==> src/rtl/green_pkg.sv <==
// Shared FSM encoding and width/limit helpers for the green interpolation stage
// and its iterative divider.
package green_pkg;

  typedef enum logic [2:0] {
    IDLE,
    MUL,
    DIV,
    RES,
    OUT
  } state_e;

  function automatic int numWidth(input int pixW, input int wgtW);
    return pixW + wgtW + 2;
  endfunction

  function automatic int denWidth(input int wgtW);
    return wgtW + 1;
  endfunction

  function automatic int cntWidth(input int numW);
    return (numW > 1) ? $clog2(numW) : 1;
  endfunction

  // Saturation bounds of a signed PIX_W+1 green sample.
  function automatic int satHi(input int pixW);
    return (1 << pixW) - 1;
  endfunction

  function automatic int satLo(input int pixW);
    return -(1 << pixW);
  endfunction

endpackage

==> src/rtl/seq_divider.sv <==
// Iterative restoring unsigned divider, one quotient bit per cycle over NUM_W cycles.
// A zero divisor still runs the full count and reports a zero quotient.
module seq_divider
  import green_pkg::*;
#(
  parameter int NUM_W = 22,
  parameter int DEN_W = 9,
  parameter int CNT_W = cntWidth(NUM_W)
) (
  input  logic             clk,
  input  logic             rst,
  input  logic             start_i,
  input  logic [NUM_W-1:0] dividend_i,
  input  logic [DEN_W-1:0] divisor_i,
  output logic             busy_o,
  output logic             done_o,
  output logic [NUM_W-1:0] quotient_o
);

  logic [DEN_W-1:0] rem_q, rem_d;
  logic [NUM_W-1:0] quo_q, quo_d;
  logic [DEN_W-1:0] den_q;
  logic [CNT_W-1:0] cnt_q;
  logic             busy_q;
  logic [DEN_W:0]   trial;

  // quo_q shifts dividend bits out at the top while quotient bits enter at the bottom.
  always_comb begin
    trial = {rem_q, quo_q[NUM_W-1]};
    if (trial >= {1'b0, den_q}) begin
      rem_d = DEN_W'(trial - {1'b0, den_q});
      quo_d = {quo_q[NUM_W-2:0], 1'b1};
    end else begin
      rem_d = trial[DEN_W-1:0];
      quo_d = {quo_q[NUM_W-2:0], 1'b0};
    end
  end

  always_ff @(posedge clk or negedge rst) begin
    if (!rst) begin
      rem_q  <= '0;
      quo_q  <= '0;
      den_q  <= '0;
      cnt_q  <= '0;
      busy_q <= 1'b0;
    end else if (start_i) begin
      rem_q  <= '0;
      quo_q  <= dividend_i;
      den_q  <= divisor_i;
      cnt_q  <= CNT_W'(NUM_W - 1);
      busy_q <= 1'b1;
    end else if (busy_q) begin
      rem_q <= rem_d;
      quo_q <= quo_d;
      if (cnt_q == '0) begin
        busy_q <= 1'b0;
      end else begin
        cnt_q <= cnt_q - CNT_W'(1);
      end
    end
  end

  assign busy_o     = busy_q;
  assign done_o     = busy_q && (cnt_q == '0);
  assign quotient_o = (den_q == '0) ? '0 : quo_q;

endmodule

==> src/rtl/green_interp_seq.sv <==
// Edge-directed green reconstruction: selects Gv, Gh or their weighted blend,
// normalised by a fixed shift or a true divide by (h+v), with valid/ready on both sides.
module green_interp_seq
  import green_pkg::*;
#(
  parameter int PIX_W    = 12,
  parameter int WGT_W    = 8,
  parameter int FRAC     = 8,
  parameter int DIV_MODE = 0
) (
  input  logic                    clk,
  input  logic                    rst,
  input  logic                    in_valid,
  output logic                    in_ready,
  input  logic [WGT_W-1:0]        h,
  input  logic [WGT_W-1:0]        v,
  input  logic [WGT_W-1:0]        threshold,
  input  logic signed [PIX_W:0]   Gh,
  input  logic signed [PIX_W:0]   Gv,
  output logic                    out_valid,
  input  logic                    out_ready,
  output logic signed [PIX_W:0]   green,
  output logic [1:0]              dir
);

  localparam int NUM_W = numWidth(PIX_W, WGT_W);
  localparam int DEN_W = denWidth(WGT_W);
  localparam int BL_W  = NUM_W + 1;
  localparam int G_W   = PIX_W + 1;
  localparam int CMP_W = 2 * WGT_W + FRAC + 1;
  localparam logic signed [BL_W-1:0] SAT_HI = BL_W'(satHi(PIX_W));
  localparam logic signed [BL_W-1:0] SAT_LO = BL_W'(satLo(PIX_W));

  state_e                  state_q;
  logic                    inReady_q, outValid_q;
  logic [WGT_W-1:0]        h_q, v_q, thr_q;
  logic signed [PIX_W:0]   gh_q, gv_q, green_q, green_d;
  logic [1:0]              dir_q, dir_d;
  logic [2*WGT_W-1:0]      thrH_q, thrV_q, thrH_d, thrV_d;
  logic signed [NUM_W-1:0] numer_q, numer_d;
  logic signed [BL_W-1:0]  blend;
  logic signed [WGT_W:0]   hS, vS;
  logic [NUM_W-1:0]        divQuot;
  logic                    divDone, divBusy;

  // Weights are zero-extended so the numerator products stay signed.
  assign hS      = {1'b0, h_q};
  assign vS      = {1'b0, v_q};
  assign thrH_d  = (2*WGT_W)'(thr_q) * (2*WGT_W)'(h_q);
  assign thrV_d  = (2*WGT_W)'(thr_q) * (2*WGT_W)'(v_q);
  assign numer_d = NUM_W'(gv_q) * NUM_W'(hS) + NUM_W'(gh_q) * NUM_W'(vS);

  generate
    if (DIV_MODE == 1) begin : gen_div
      logic [NUM_W-1:0] absNum;
      assign absNum = numer_d[NUM_W-1] ? NUM_W'(-numer_d) : NUM_W'(numer_d);

      seq_divider #(
        .NUM_W(NUM_W),
        .DEN_W(DEN_W)
      ) u_div (
        .clk       (clk),
        .rst       (rst),
        .start_i   (state_q == MUL),
        .dividend_i(absNum),
        .divisor_i (DEN_W'(h_q) + DEN_W'(v_q)),
        .busy_o    (divBusy),
        .done_o    (divDone),
        .quotient_o(divQuot)
      );
    end else begin : gen_shift
      assign divQuot = '0;
      assign divDone = 1'b0;
      assign divBusy = 1'b0;
    end
  endgenerate

  // Divide mode reapplies the numerator sign to the magnitude quotient (truncation toward zero).
  always_comb begin
    if (DIV_MODE == 1) begin
      blend = numer_q[NUM_W-1] ? -$signed({1'b0, divQuot}) : $signed({1'b0, divQuot});
    end else begin
      blend = BL_W'(numer_q >>> FRAC);
    end
  end

  always_comb begin
    dir_d = {CMP_W'(thrH_q) > (CMP_W'(v_q) << FRAC),
             CMP_W'(thrV_q) > (CMP_W'(h_q) << FRAC)};
    green_d = G_W'(blend);
    if (blend > SAT_HI) begin
      green_d = G_W'(SAT_HI);
    end else if (blend < SAT_LO) begin
      green_d = G_W'(SAT_LO);
    end
    case (dir_d)
      2'b10:   green_d = gv_q;
      2'b01:   green_d = gh_q;
      default: ;
    endcase
  end

  always_ff @(posedge clk or negedge rst) begin
    if (!rst) begin
      state_q    <= IDLE;
      inReady_q  <= 1'b1;
      outValid_q <= 1'b0;
      green_q    <= '0;
      dir_q      <= '0;
      h_q        <= '0;
      v_q        <= '0;
      thr_q      <= '0;
      gh_q       <= '0;
      gv_q       <= '0;
      thrH_q     <= '0;
      thrV_q     <= '0;
      numer_q    <= '0;
    end else begin
      case (state_q)
        IDLE: begin
          if (in_valid) begin
            h_q       <= h;
            v_q       <= v;
            thr_q     <= threshold;
            gh_q      <= Gh;
            gv_q      <= Gv;
            inReady_q <= 1'b0;
            state_q   <= MUL;
          end
        end
        MUL: begin
          thrH_q  <= thrH_d;
          thrV_q  <= thrV_d;
          numer_q <= numer_d;
          state_q <= (DIV_MODE == 1) ? DIV : RES;
        end
        DIV: begin
          if (divDone || !divBusy) begin
            state_q <= RES;
          end
        end
        RES: begin
          green_q    <= green_d;
          dir_q      <= dir_d;
          outValid_q <= 1'b1;
          state_q    <= OUT;
        end
        OUT: begin
          if (out_ready) begin
            outValid_q <= 1'b0;
            inReady_q  <= 1'b1;
            state_q    <= IDLE;
          end
        end
        default: state_q <= IDLE;
      endcase
    end
  end

  assign in_ready  = inReady_q;
  assign out_valid = outValid_q;
  assign green     = green_q;
  assign dir       = dir_q;

endmodule
==> config.mk <==
export PLATFORM = sky130hd
export DESIGN_NAME = green_interp_seq
export DESIGN_NICKNAME = d
export VERILOG_FILES = /design/src/rtl/green_pkg.sv /design/src/rtl/seq_divider.sv /design/src/rtl/green_interp_seq.sv
export SDC_FILE = /design/constraint.sdc
export NUM_CORES = 1
export LEC_CHECK = 0
export ABC_AREA = 1
export BUFFER_PORTS_ARGS = -buffer_cell sky130_fd_sc_hd__buf_2
export CORE_MARGIN = 2
export CORE_UTILIZATION = 60
export CTS_BUF_LIST = sky130_fd_sc_hd__clkbuf_4 sky130_fd_sc_hd__clkbuf_8 sky130_fd_sc_hd__clkbuf_16
export DETAILED_ROUTE_END_ITERATION = 10
export PLACE_DENSITY = 0.78
export SLEW_MARGIN = 5
export SYNTH_ARGS = -nofsm -noshare
export SYNTH_HDL_FRONTEND = slang
export SYNTH_SLANG_ARGS = --single-unit
==> constraint.sdc <==
create_clock -name clk -period 13.2 [get_ports clk]
set_clock_uncertainty 0.05 [all_clocks]
set_input_delay 0.66 -clock clk [delete_from_list [all_inputs] [get_ports clk]]
set_output_delay 0.66 -clock clk [all_outputs]
set_load 0.02 [all_outputs]
==> run_summary.xml <==
<?xml version="1.0" encoding="UTF-8"?>
<metrics>
  <group name="run_status">
    <metric name="run_status" unit="">complete, no violations</metric>
  </group>
  <group name="finish">
    <metric name="nets" unit="">2794</metric>
    <metric name="antenna_cells" unit="">0</metric>
    <metric name="synthToLayoutAreaGrowth" unit="%">5.80</metric>
    <metric name="drive_above_1_share" unit="%">5.66</metric>
    <metric name="multi_input_area" unit="um^2">12000</metric>
    <metric name="final.fill_count" unit="">2477</metric>
    <metric name="seqCellArea" unit="um^2">2900</metric>
    <metric name="final_cell_count_no_fill" unit="">2697</metric>
  </group>
  <group name="logic_synthesis">
    <metric name="yosysMostFrequentCell" unit="">sky130_fd_sc_hd__nand2_1</metric>
    <metric name="synth_fp_nets" unit="">2799</metric>
    <metric name="yosys_warnings" unit="">0</metric>
    <metric name="netlist-cell-type-count" unit="">34</metric>
    <metric name="postSynthRegisterBits" unit="">116</metric>
    <metric name="asyncSetResetFlopFracSynth" unit="%">100</metric>
    <metric name="synth_area_leaders" unit="">sky130_fd_sc_hd__fa_1, sky130_fd_sc_hd__dfrtp_1, sky130_fd_sc_hd__nand2_1</metric>
    <metric name="synth-edff-count" unit="">0</metric>
    <metric name="synth.yosys.seq_area_share" unit="%">16.4</metric>
    <metric name="synth_top_area_share" unit="%">30.8</metric>
    <metric name="dominant_synthesized_flop_cell" unit="">sky130_fd_sc_hd__dfrtp_1</metric>
    <metric name="post_synth_instance_area" unit="um^2">17700</metric>
    <metric name="syn_inst" unit="">2305</metric>
    <metric name="synth_area_leader_cell" unit="">sky130_fd_sc_hd__fa_1</metric>
    <metric name="postSynthAreaPerCell" unit="um^2">7.66</metric>
    <metric name="ys_top_cells_by_count" unit="">sky130_fd_sc_hd__nand2_1, sky130_fd_sc_hd__inv_1, sky130_fd_sc_hd__fa_1</metric>
  </group>
  <group name="setup_path">
    <metric name="worst-endpoint-required" unit="ps">13530</metric>
    <metric name="worst-endpoint-arrival" unit="ps">6440</metric>
    <metric name="timing.critical_path.fanout_max" unit="">22</metric>
    <metric name="critPathMaxStageDelay" unit="ps">930</metric>
    <metric name="minimum_setup_slack_among_reg_to_reg_paths" unit="ps">7090</metric>
    <metric name="start_kind" unit="">flop</metric>
    <metric name="criticalPathCategory" unit="">reg2reg</metric>
    <metric name="cp_cell_sequence" unit="">nand2_1, fa_1, inv_1, fa_1, inv_1, fa_1, fa_1, inv_1, fa_1, inv_1, fa_1, inv_1, ha_1, nand4_1, nor2_2, nand2_1, a21oi_1, nor2_1, nand3_1, nand3_1, nand2_1</metric>
    <metric name="timing.critical_path.mode_cell" unit="">sky130_fd_sc_hd__fa_1</metric>
    <metric name="worst_setup_path_end_kind" unit="">flop</metric>
    <metric name="crit_slowest_cell" unit="">sky130_fd_sc_hd__dfrtp_1</metric>
  </group>
  <group name="sta">
    <metric name="hold_violations" unit="">0</metric>
    <metric name="final.min_clock_period" unit="ps">6110</metric>
    <metric name="slew-limit-headroom" unit="%">22.8</metric>
    <metric name="fmax" unit="MHz">164</metric>
    <metric name="fin_hold_ws" unit="ps">168</metric>
    <metric name="setup_viol" unit="">0</metric>
    <metric name="setup_tns" unit="ps">0</metric>
    <metric name="final_max_slew_viol_count" unit="">0</metric>
    <metric name="unrepaired_setup_endpoints_after_global_routing" unit="">no</metric>
    <metric name="post-route-period-util" unit="%">46.3</metric>
    <metric name="tightest_slew" unit="ps">1160</metric>
  </group>
  <group name="clocking">
    <metric name="htree_levels" unit="">4</metric>
    <metric name="cts-root-buf" unit="">sky130_fd_sc_hd__clkbuf_16</metric>
    <metric name="clk_path_buf_depth" unit="">2</metric>
    <metric name="tritoncts" unit="">built</metric>
    <metric name="cts-buffers-inserted" unit="">17</metric>
    <metric name="insertion_delay" unit="ps">450</metric>
    <metric name="cts_sinks" unit="">116</metric>
    <metric name="clkTransAtPathRegs" unit="ps">60</metric>
    <metric name="postCtsSetupRepairBufs" unit="">0</metric>
    <metric name="number_of_buffers_added_to_fix_hold_violations_after_cts" unit="">0</metric>
    <metric name="cts.repair.resized" unit="">0</metric>
  </group>
  <group name="detailed_routing">
    <metric name="via_count" unit="">14500</metric>
    <metric name="remaining_drc_errors" unit="">0</metric>
    <metric name="detail_route.vias_per_cell" unit="">5.36</metric>
    <metric name="drt_pre_antenna_iters" unit="">6</metric>
    <metric name="wl_per_cell" unit="um">16.6</metric>
    <metric name="drtAntennaViolNets" unit="">0</metric>
    <metric name="total_detailed_routing_wirelength" unit="mm">44.8</metric>
    <metric name="drt-initial-drc-count" unit="">1172</metric>
  </group>
  <group name="global_routing">
    <metric name="number_of_antenna_violations_at_the_first_check_in_global_routing" unit="">0</metric>
    <metric name="grt_pass1_wl" unit="mm">75.9</metric>
    <metric name="grt.total_usage" unit="%">31.5</metric>
    <metric name="first_global_vias" unit="">15600</metric>
    <metric name="global_route.overflow_total" unit="">0</metric>
    <metric name="grt_start_max_net_pins" unit="">75</metric>
  </group>
  <group name="die">
    <metric name="coreArea" unit="um^2">28900</metric>
    <metric name="dieHeight" unit="um">176</metric>
    <metric name="initial_utilization" unit="%">61.2</metric>
    <metric name="num_rows" unit="">62</metric>
    <metric name="die-area" unit="um^2">30800</metric>
    <metric name="die-width" unit="um">176</metric>
    <metric name="ios" unit="">71</metric>
  </group>
  <group name="place">
    <metric name="hpwl" unit="mm">35.6</metric>
    <metric name="placedCellCount" unit="">2665</metric>
    <metric name="globalplace.congestion" unit="">0.925</metric>
    <metric name="port-buffer-count" unit="">70</metric>
  </group>
  <group name="flow_run">
    <metric name="drv_cap" unit="">0</metric>
  </group>
  <group name="hold_path">
    <metric name="min_path_type" unit="">in2async</metric>
  </group>
</metrics>
[area by class of cell]
| cell class | count | share of cell area, % |
|---|---|---|
| well taps | 384 | 2.57 |
| inverters | 630 | 12.7 |
| clock inverters | 5 | 0.147 |
| multi-input cells | 1459 | 64.2 |
| flip-flops and latches | 116 | 15.5 |
| repair buffers | 76 | 2.13 |
| clock buffers | 27 | 2.81 |
[cells by family after synthesis]
family | share of synthesized area [%]
AOI/OAI and AO/OA | 5.79
DFF | 16.4
adders and majority gates | 42.7
xor gates and xnor gates | 1.14
and+or+nand+nor | 18.2
buffers and inverters | 15.7
[final timing paths]
| kind | start | end | cells past startpoint |
|---|---|---|---|
| worst max-delay path | v_q[1] | numer_q[21] | 21 |
| worst min-delay path | rst | thrH_q[15] | 1 |
| worst max register to register | v_q[1] | numer_q[21] | 21 |
| worst min register to register | in_ready | in_ready | 2 |
| max in group asynchronous | rst | gh_q[5] | 2 |
| min in group clk | threshold[1] | thr_q[1] | 3 |
[metrics by stage]
stage,setup WS [ps],area [um^2],utilization (%)
2_1_floorplan,7760,17700,-
3_3_place_gp,7270,18100,62.9
3_5_place_dp,7160,18100,62.9
4_1_cts,7140,18700,64.8
5_1_grt,6650,18700,64.8
6_report,7090,18700,64.8
[layout by cell type, fill, tap and decap left out, drive strengths merged, types with 2 or more instances in the layout]
master	instances
inv	630
clkbuf	27
nand4	14
ha	168
nand3	57
buf	76
dfrtp	115
nor2	60
fa	272
o22ai	13
nand2	648
o211ai	3
o21bai	5
xor2	12
nor4	5
and2	3
nand3b	4
clkinv	4
xnor2	11
a31oi	2
o21ai	101
a21oi	71
nor3	8
[flip-flops by register name, indices dropped and copies added (netlist names), 13 cells and up]
name     count
gh_q        13
green       13
gv_q        13
numer_q     14
thrH_q      16
thrV_q      16
[worst max-delay path: cells and delay by family (launching register included)]
kind | cells | cell delay, ps
buf+inv | 5 | 380
compound gates | 1 | 220
fa+ha+maj | 7 | 3450
flops | 1 | 930
simple gates | 8 | 1040
[layer usage]
metal	global-route usage (%)	vias up	share of wire, %
met5	0	-	0
met4	14.6	0	4.5
met3	5.22	140	6.9
met2	54.8	563	50
met1	38.4	7049	39
li1	-	6702	-
Power is left out: the tool's default activity adds up to more than one toggle a clock period on the data nets, which glitch-free logic cannot reach.
